==> src/rtl/softmax_pkg.sv <==
// Shared constants and FSM state encoding for the softmax sequencing controller.
package softmax_pkg;

    localparam int N_CLASSES = 10;
    localparam int DATA_W    = 8;
    localparam int IDX_W     = 4;
    localparam int WAIT_W    = 4;

    typedef enum logic [1:0] {
        ST_LOAD  = 2'd0,
        ST_WAIT  = 2'd1,
        ST_DRAIN = 2'd2
    } state_t;

endpackage

==> src/rtl/softmax_seq_ctrl.sv <==
// Sequencer: gathers logits into a vector, waits out the datapath latency, then drains per-class results.
// Optional feature: define SOFTMAX_SEQ_ARGMAX_EN to add out_argmax (running argmax over the loaded vector).
module softmax_seq_ctrl #(
    parameter int N_CLASSES = softmax_pkg::N_CLASSES,
    parameter int DATA_W    = softmax_pkg::DATA_W,
    parameter int DP_LAT    = 1
) (
    input  logic                          clk,
    input  logic                          rst_n,
    input  logic                          in_valid,
    input  logic [DATA_W-1:0]             in_data,
    output logic                          in_ready,
    output logic [N_CLASSES*DATA_W-1:0]   dp_x,
    input  logic [DATA_W-1:0]             dp_mant,
    input  logic [N_CLASSES*DATA_W-1:0]   dp_exp,
    output logic                          out_valid,
    input  logic                          out_ready,
    output logic [softmax_pkg::IDX_W-1:0] out_idx,
    output logic [DATA_W-1:0]             out_mant,
    output logic [DATA_W-1:0]             out_exp,
    output logic                          out_last,
    output logic                          busy
`ifdef SOFTMAX_SEQ_ARGMAX_EN
    ,
    output logic [softmax_pkg::IDX_W-1:0] out_argmax
`endif
);
    import softmax_pkg::*;

    localparam logic [IDX_W-1:0]  LAST_IDX = IDX_W'(N_CLASSES - 1);
    localparam logic [WAIT_W-1:0] LAT_INIT = WAIT_W'(DP_LAT);

    state_t                        state_r;
    state_t                        state_next_s;
    logic [IDX_W-1:0]              load_cnt_r;
    logic [IDX_W-1:0]              out_idx_r;
    logic [WAIT_W-1:0]             wait_cnt_r;
    logic [N_CLASSES*DATA_W-1:0]   vec_r;
    logic [N_CLASSES*DATA_W-1:0]   exp_r;
    logic [DATA_W-1:0]             mant_r;
    logic                          in_ready_r;
    logic                          out_valid_r;
    logic                          busy_r;
    logic                          accept_s;
    logic                          take_s;

    // Handshake qualifiers and next-state selection.
    always_comb begin
        accept_s     = in_valid && in_ready_r;
        take_s       = out_valid_r && out_ready;
        state_next_s = state_r;
        case (state_r)
            ST_LOAD: begin
                if (accept_s && (load_cnt_r == LAST_IDX)) begin
                    state_next_s = ST_WAIT;
                end else begin
                    state_next_s = ST_LOAD;
                end
            end
            ST_WAIT: begin
                if (wait_cnt_r == 4'd1) begin
                    state_next_s = ST_DRAIN;
                end else begin
                    state_next_s = ST_WAIT;
                end
            end
            ST_DRAIN: begin
                if (take_s && (out_idx_r == LAST_IDX)) begin
                    state_next_s = ST_LOAD;
                end else begin
                    state_next_s = ST_DRAIN;
                end
            end
            default: state_next_s = ST_LOAD;
        endcase
    end

    // State register.
    always_ff @(posedge clk) begin
        if (!rst_n) begin
            state_r <= ST_LOAD;
        end else begin
            state_r <= state_next_s;
        end
    end

    // Counters, vector/result storage and the registered handshake flags.
    always_ff @(posedge clk) begin
        if (!rst_n) begin
            load_cnt_r  <= 4'd0;
            wait_cnt_r  <= 4'd0;
            out_idx_r   <= 4'd0;
            vec_r       <= {(N_CLASSES*DATA_W){1'b0}};
            exp_r       <= {(N_CLASSES*DATA_W){1'b0}};
            mant_r      <= {DATA_W{1'b0}};
            in_ready_r  <= 1'b1;
            out_valid_r <= 1'b0;
            busy_r      <= 1'b0;
        end else begin
            // Flags follow the next state so they line up with the state register.
            in_ready_r  <= (state_next_s == ST_LOAD);
            busy_r      <= (state_next_s != ST_LOAD);
            out_valid_r <= (state_next_s == ST_DRAIN);
            case (state_r)
                ST_LOAD: begin
                    if (accept_s) begin
                        vec_r[load_cnt_r*DATA_W +: DATA_W] <= in_data;
                        if (load_cnt_r == LAST_IDX) begin
                            load_cnt_r <= 4'd0;
                            wait_cnt_r <= LAT_INIT;
                        end else begin
                            load_cnt_r <= load_cnt_r + 4'd1;
                        end
                    end
                end
                ST_WAIT: begin
                    wait_cnt_r <= wait_cnt_r - 4'd1;
                    if (wait_cnt_r == 4'd1) begin
                        mant_r <= dp_mant;
                        exp_r  <= dp_exp;
                    end
                end
                ST_DRAIN: begin
                    if (take_s) begin
                        if (out_idx_r == LAST_IDX) begin
                            out_idx_r <= 4'd0;
                        end else begin
                            out_idx_r <= out_idx_r + 4'd1;
                        end
                    end
                end
                default: begin
                    load_cnt_r <= 4'd0;
                    wait_cnt_r <= 4'd0;
                    out_idx_r  <= 4'd0;
                end
            endcase
        end
    end

`ifdef SOFTMAX_SEQ_ARGMAX_EN
    logic [DATA_W-1:0] max_val_r;
    logic [IDX_W-1:0]  argmax_r;

    // Running argmax; strict compare keeps the lowest index on ties.
    always_ff @(posedge clk) begin
        if (!rst_n) begin
            max_val_r <= {DATA_W{1'b0}};
            argmax_r  <= 4'd0;
        end else if (accept_s) begin
            if ((load_cnt_r == 4'd0) || (in_data > max_val_r)) begin
                max_val_r <= in_data;
                argmax_r  <= load_cnt_r;
            end
        end
    end

    assign out_argmax = argmax_r;
`endif

    assign in_ready  = in_ready_r;
    assign busy      = busy_r;
    assign out_valid = out_valid_r;
    assign dp_x      = vec_r;
    assign out_idx   = out_idx_r;
    assign out_mant  = mant_r;
    assign out_exp   = exp_r[out_idx_r*DATA_W +: DATA_W];
    assign out_last  = (out_idx_r == LAST_IDX);

endmodule

==> config.mk <==
export PLATFORM = sky130hd
export DESIGN_NAME = softmax_seq_ctrl
export DESIGN_NICKNAME = d
export VERILOG_FILES = /design/src/rtl/softmax_pkg.sv /design/src/rtl/softmax_seq_ctrl.sv
export SDC_FILE = /design/constraint.sdc
export NUM_CORES = 1
export LEC_CHECK = 0
export CORE_MARGIN = 5
export CORE_UTILIZATION = 49
export CTS_CLUSTER_DIAMETER = 30
export DETAILED_ROUTE_END_ITERATION = 8
export PLACE_DENSITY = 0.83
export REMOVE_ABC_BUFFERS = 1
export SLEW_MARGIN = 40
export SYNTH_ARGS = -nofsm -noshare
export SYNTH_HDL_FRONTEND = slang
export SYNTH_SLANG_ARGS = --single-unit
==> constraint.sdc <==
create_clock -name clk -period 2.6 [get_ports clk]
set_input_delay 0.78 -clock clk [delete_from_list [all_inputs] [get_ports clk]]
set_output_delay 0.78 -clock clk [all_outputs]
set_load 0.03 [all_outputs]
== Word-level counts from Yosys, hierarchy flattened ==
Cells that the tools add are included.

* Logic and storage cells: 57
* Output and inout port bits: 104
* Bits of input ports: 100
* Register bits after elaboration: 185

* Bitwise gates (word level): 3
* Multiplexer cells: 14
* Add/subtract/negate cells: 4
* Eq/ne operators: 9
* Shift operators: 3
* Reductions and logical operators: 14

{| class="wikitable"
|+ Operators with widths
! operator !! number
|-
| $bwmux 80 || 1
|-
| $shift 8x34->80 const A || 1
|-
| $shiftx 8x34->80 || 1
|-
| $shiftx 80x8->8 || 1
|-
| $neg 7->34 || 1
|-
| $mux 4 || 6
|-
| $pmux 4 s2 || 2
|-
| $pmux 4 s3 || 1
|-
| $add 4x1->4 const B || 2
|-
| $eq 4x4->1 const B || 2
|-
| $reduce_and 2->1 || 4
|-
| $ne 2x2->1 const B || 3
|-
| $pmux 2 s3 || 1
|-
| $eq 2x2->1 const B || 2
|-
| $eq 4x1->1 const B || 1
|-
| $logic_and 1x1->1 || 4
|-
| $logic_not 2->1 || 2
|-
| $mux 2 || 2
|-
| $reduce_or 2->1 || 2
|-
| $sub 4x1->4 const B || 1
|-
| $not 1->1 || 3
|-
| $reduce_and 3->1 || 1
|-
| $eq 2x1->1 const B || 1
|-
| $reduce_bool 2->1 || 1
|-
| $mux 1 || 1
|}

== Longest topological paths before layout ==
* Depth after elaboration: 5
* Depth in mapped cells: 9
* Mapped depth without buffers: 6

== Worst setup path after synthesis ==
No wires, ideal clock.

* Path kind: reg2out
* From: register out_idx_r[0], in the netlist out_idx[0]
* To: output port out_exp[1]
* Setup slack: -0.364 ns
* Stages on the path, launching flop included: 6
* Path buffers: 2
* Data arrival time: 2.184 ns
* Data required time: 1.820 ns
* Path through: dfxtp_1 buf_2 buf_2 mux4_2 a22oi_1 o21ai_0

* Cells in the longest elaborated chain, start to end: 1

{| class="wikitable"
|+ RTL lines
! what !! RTL line !! source
|-
| start, declared || softmax_seq_ctrl.sv:36 || <nowiki>logic [IDX_W-1:0] out_idx_r;</nowiki>
|-
| start signal, assigned || softmax_seq_ctrl.sv:128 || <nowiki>out_idx_r <= out_idx_r + 4'd1;</nowiki>
|-
| $shiftx 80x8->8 || softmax_seq_ctrl.sv:167 || <nowiki>assign out_exp = exp_r[out_idx_r*DATA_W +: DATA_W];</nowiki>
|-
| end, declared || softmax_seq_ctrl.sv:20 || <nowiki>output logic [DATA_W-1:0] out_exp,</nowiki>
|}

Every way passes these cells.

== Final worst setup path ==
* From: register out_idx_r[0], in the netlist out_idx[0]
* To: output port out_exp[3]

Same word-level chain as after synthesis.

==> results_tabular.tex <==
\begin{tabular}{lr}
\hline
Metric & Value \\
\hline
\multicolumn{2}{l}{\textbf{Run status}} \\
Run status & complete, but fails checks \\
Failing checks & setup timing \\
\multicolumn{2}{l}{\textbf{Clocking}} \\
Clock input transition at the sequential cells of the worst setup and hold paths & 0.07 ns \\
Total of hold buffers inserted after clock tree synthesis & 0 \\
Buffer depth of the longest clock path & 2 \\
Clock root buffer master & clkbuf\_16 \\
H-tree Lvls & 4 \\
Clock tree from TritonCTS & yes \\
Total clock buffers created by CTS & 17 \\
Number of sinks handled by clock tree synthesis & between 150 and 200 \\
Clock network latency to the later pin of the worst-skew pair & 0.43 ns \\
\multicolumn{2}{l}{\textbf{Route}} \\
Detailed-route wire length per cell & roughly 16 um \\
Detailed-route wire length & around 21 mm \\
Avg Vias per Cell & 5.28 \\
\# DRC & 0 \\
Number of nets still failing antenna checks after routing & 0 \\
Number of DRC markers in iteration 0 & 346 \\
Detailed-route via count & 6957 \\
1st-pass router iterations & 5 \\
\multicolumn{2}{l}{\textbf{Timing}} \\
Part of the cycle the worst path needs & 1.07 \\
Finish-stage setup viols & 8 \\
Time the final worst path needs with I/O delays and setup & approximately 2.8 ns \\
Maximum clock rate & 359 MHz \\
Final Hold Vio Count & 0 \\
Worst Max-Slew Pin Slew & between 0.5 and 0.6 ns \\
Remaining max-slew budget at the tightest pin & 0.624 \\
Final worst slack & -0.188 ns \\
Max-slew violation count & 0 \\
Setup Skew & $\sim$0.0074 ns \\
TNS Setup & -1.11 ns \\
Setup repair after global routing missed its margin & true \\
\multicolumn{2}{l}{\textbf{Floorplan}} \\
Initial cell density of the core & 0.495 \\
Top-level I/O count & about 200 \\
Die width & 136 um \\
CORE AREA & $\sim$0.016 mm\^{}2 \\
Vert. Die Dim & 136 um \\
Die outline area & between 0.015 and 0.02 mm\^{}2 \\
Number of rows in the core area & 46 \\
\multicolumn{2}{l}{\textbf{Critical path}} \\
Kind of end point of the critical path & output pin \\
R2r startpoint & load\_cnt\_r[1]\$\_SDFFE\_PN0P\_ \\
Startpoint class of the critical path & register \\
Arrival time reported for the critical path endpoint & between 2 and 2.5 ns \\
Slowest Stage Delay on Critical Path & between 0.4 and 0.5 ns \\
Ordered list of cells on the worst path & buf\_12 > buf\_6 > mux4\_2 > a22oi\_1 > o21ai\_1 > buf\_4 \\
CP max stage cell & mux4\_2 \\
Category of the critical setup timing path & reg -> out \\
Worst Path Buf+Inv & 3 \\
Data required time of the worst path & 1.82 ns \\
Cell class contributing the biggest share of worst-path delay & multiplexers \\
Highest fanout seen on the critical path & 5 \\
Startpoint of the worst setup timing path & out\_idx[0]\$\_SDFFE\_PN0P\_ \\
\multicolumn{2}{l}{\textbf{Yosys}} \\
Cells after Synth & between 800 and 900 \\
Xor-xnor portion of the synthesized cell area & 0.00322 \\
Total number of yosys warnings & 0 \\
Top-count cell post-synth & nand2\_1 \\
Fraction of the mapped netlist area in simple logic gates & 0.202 \\
Post-synthesis register bit count & about 190 \\
Post-synth cell types & 55 \\
Area contributors post-synth & dfxtp\_1 48\%, nand2\_1 13\%, mux2i\_1 9.5\%, a21oi\_1 6.3\%, mux4\_2 4.6\% \\
Top cell type by total area after synthesis & dfxtp\_1 \\
Synthesized area per cell & slightly below 9 um\^{}2 \\
Combinational family with the most area after synthesis & simple AND/OR/NAND/NOR gates \\
Synth Area in Compound Gates & 0.117 \\
Post-synth top cells & 274 x nand2\_1, 185 x dfxtp\_1, 98 x a21oi\_1 \\
Top cell type's share of synthesized area & 0.476 \\
Post-synthesis instance area & between 0.007 and 0.008 mm\^{}2 \\
Post-synthesis mux area share & 0.143 \\
EDFF count, synth & 0 \\
Post-synth top flop & dfxtp\_1 \\
Sequential fraction of the synthesis area & 0.476 \\
Adder-Cell Fraction of Synth Area & 0.0193 \\
Share of flip-flops with an asynchronous set or reset after synthesis & 0 \\
\multicolumn{2}{l}{\textbf{Placed design}} \\
Routability cong. & 0.845 \\
Setup slack after placement & -0.227 ns \\
Detailed placement HPWL & roughly 16 mm \\
Port buffer count & 203 \\
\multicolumn{2}{l}{\textbf{Global route}} \\
Number of global-route vias before repair & around 7000 \\
Gr ovfl total & 0 \\
First-pass GRT wire length & 34.6 mm \\
Antenna violations before repair & 1 \\
Overall track demand over capacity in global routing & 0.234 \\
Largest net degree at the start of global routing & 89 \\
\multicolumn{2}{l}{\textbf{Pwr}} \\
Total power per unit cell area & around 520 mW/mm\^{}2 \\
LEAKAGE & between 3 and 4 nW \\
Worst supply voltage drop on vdd & 0.407 mV \\
Post-layout total power & 0.00566 W \\
\multicolumn{2}{l}{\textbf{Worst hold path}} \\
Launch point of the worst hold path & exp\_r[19]\$\_SDFFE\_PN0P\_ \\
Hold/Removal Path Class & reg -> reg \\
\multicolumn{2}{l}{\textbf{Final layout}} \\
Layout cells sized above 1 & 0.123 \\
Area added between synthesis and finish & 39.1\% \\
Fin nets & 1201 \\
\multicolumn{2}{l}{\textbf{Flow run}} \\
Total of max-cap violations & 0 \\
\hline
\end{tabular}
## final timing paths
check / end / slack, ns / depth (start not counted)
worst max-delay path: out_exp[3] / -0.19 / 6
worst min-delay path: exp_r[19]$_SDFFE_PN0P_ / 0.45 / 2
worst max register to register: dp_x[58]$_SDFFE_PN0P_ / 0.40 / 6
worst min register to register: exp_r[19]$_SDFFE_PN0P_ / 0.45 / 2
## cell families after synthesis
family / count (synthesis)
xor gates and xnor gates: 2
buffers and inverters: 74
and+or+nand+nor: 363
AOI/OAI and AO/OA: 153
adders and majority gates: 12
muxes: 91
DFF: 185
## stage by stage
| stage | hold WS, ns | cells | area [um^2] | utilization |
|---|---|---|---|---|
| 6_report | 0.452 | 1318 | 10800 | 0.688 |
| 5_1_grt | 0.474 | 1318 | 10800 | 0.688 |
| 4_1_cts | 0.455 | 1317 | 10800 | 0.687 |
| 3_5_place_dp | 0.446 | 1277 | 10200 | 0.647 |
| 3_3_place_gp | 0.441 | 1277 | 10200 | 0.647 |
| 2_1_floorplan | 0.433 | 821 | 7530 | - |
## repair_timing
action                                  in CTS  in global routing
endpoints found under the setup margin      11                  9
resized for setup                           64                 12
gates cloned                                 1                  0
buffers inserted                             8                  1
hold endpoints to repair                     0                  0
pin swaps                                    2                  5
## metal layers
metal / GRT usage / up-vias / wire (um) / share of wire
met5: 0 / - / 0 / 0
met4: 0.0896 / 0 / 475 / 0.022
met3: 0.0581 / 37 / 1610 / 0.075
met2: 0.394 / 234 / 10600 / 0.50
met1: 0.290 / 3271 / 8700 / 0.41
li1: - / 3415 / - / -
## layout make-up
| class | count | area [um^2] |
|---|---|---|
| Sequential cell | 185 | 3710 |
| Inverter | 15 | 56.3 |
| Antenna cell | 1 | 2.50 |
| Fill cell | 1190 | 4900 |
| Multi-Input combinational cell | 621 | 3830 |
| Timing Repair Buffer | 249 | 2420 |
| Tap cell | 216 | 270 |
| Clock buffer | 18 | 429 |
| Clock inverter | 13 | 97.6 |
## power breakdown
part / switching [W] / internal (W)
sequential: 0.0000124 / 0.00284
clock: 0.00111 / 0.00122
combinational: 0.000239 / 0.000228
## worst min-delay path, delay by kind of cell (launching register included)
family | cells | cell delay [ns]
simple gates | 1 | 0.05
compound gates | 1 | 0.05
flops | 1 | 0.31
## placed cells by master, fill, tap and decap left out, types with 5 or more instances in the layout
cell type / instances
a21oi_1: 98
a22oi_2: 7
a31o_1: 8
and3_1: 6
buf_4: 45
buf_6: 6
clkbuf_16: 17
clkdlybuf4s50_1: 191
dfxtp_1: 183
ha_1: 12
inv_1: 14
mux2i_1: 74
mux4_2: 16
nand2_1: 273
nand2_2: 5
nand3_1: 22
nor2_1: 15
nor3_1: 5
o21ai_0: 10
o21ai_1: 7
or3_1: 8
## flip-flops by register name, summed over array words and instances (netlist names)
| register | cells |
|---|---|
| dp_x | 80 |
| exp_r | 80 |
| out_mant | 8 |
| load_cnt_r | 4 |
| out_idx | 4 |
| wait_cnt_r | 4 |
| state_r | 2 |
| busy | 1 |
| in_ready | 1 |
| out_valid | 1 |
Power figures use the tool's default switching activity.
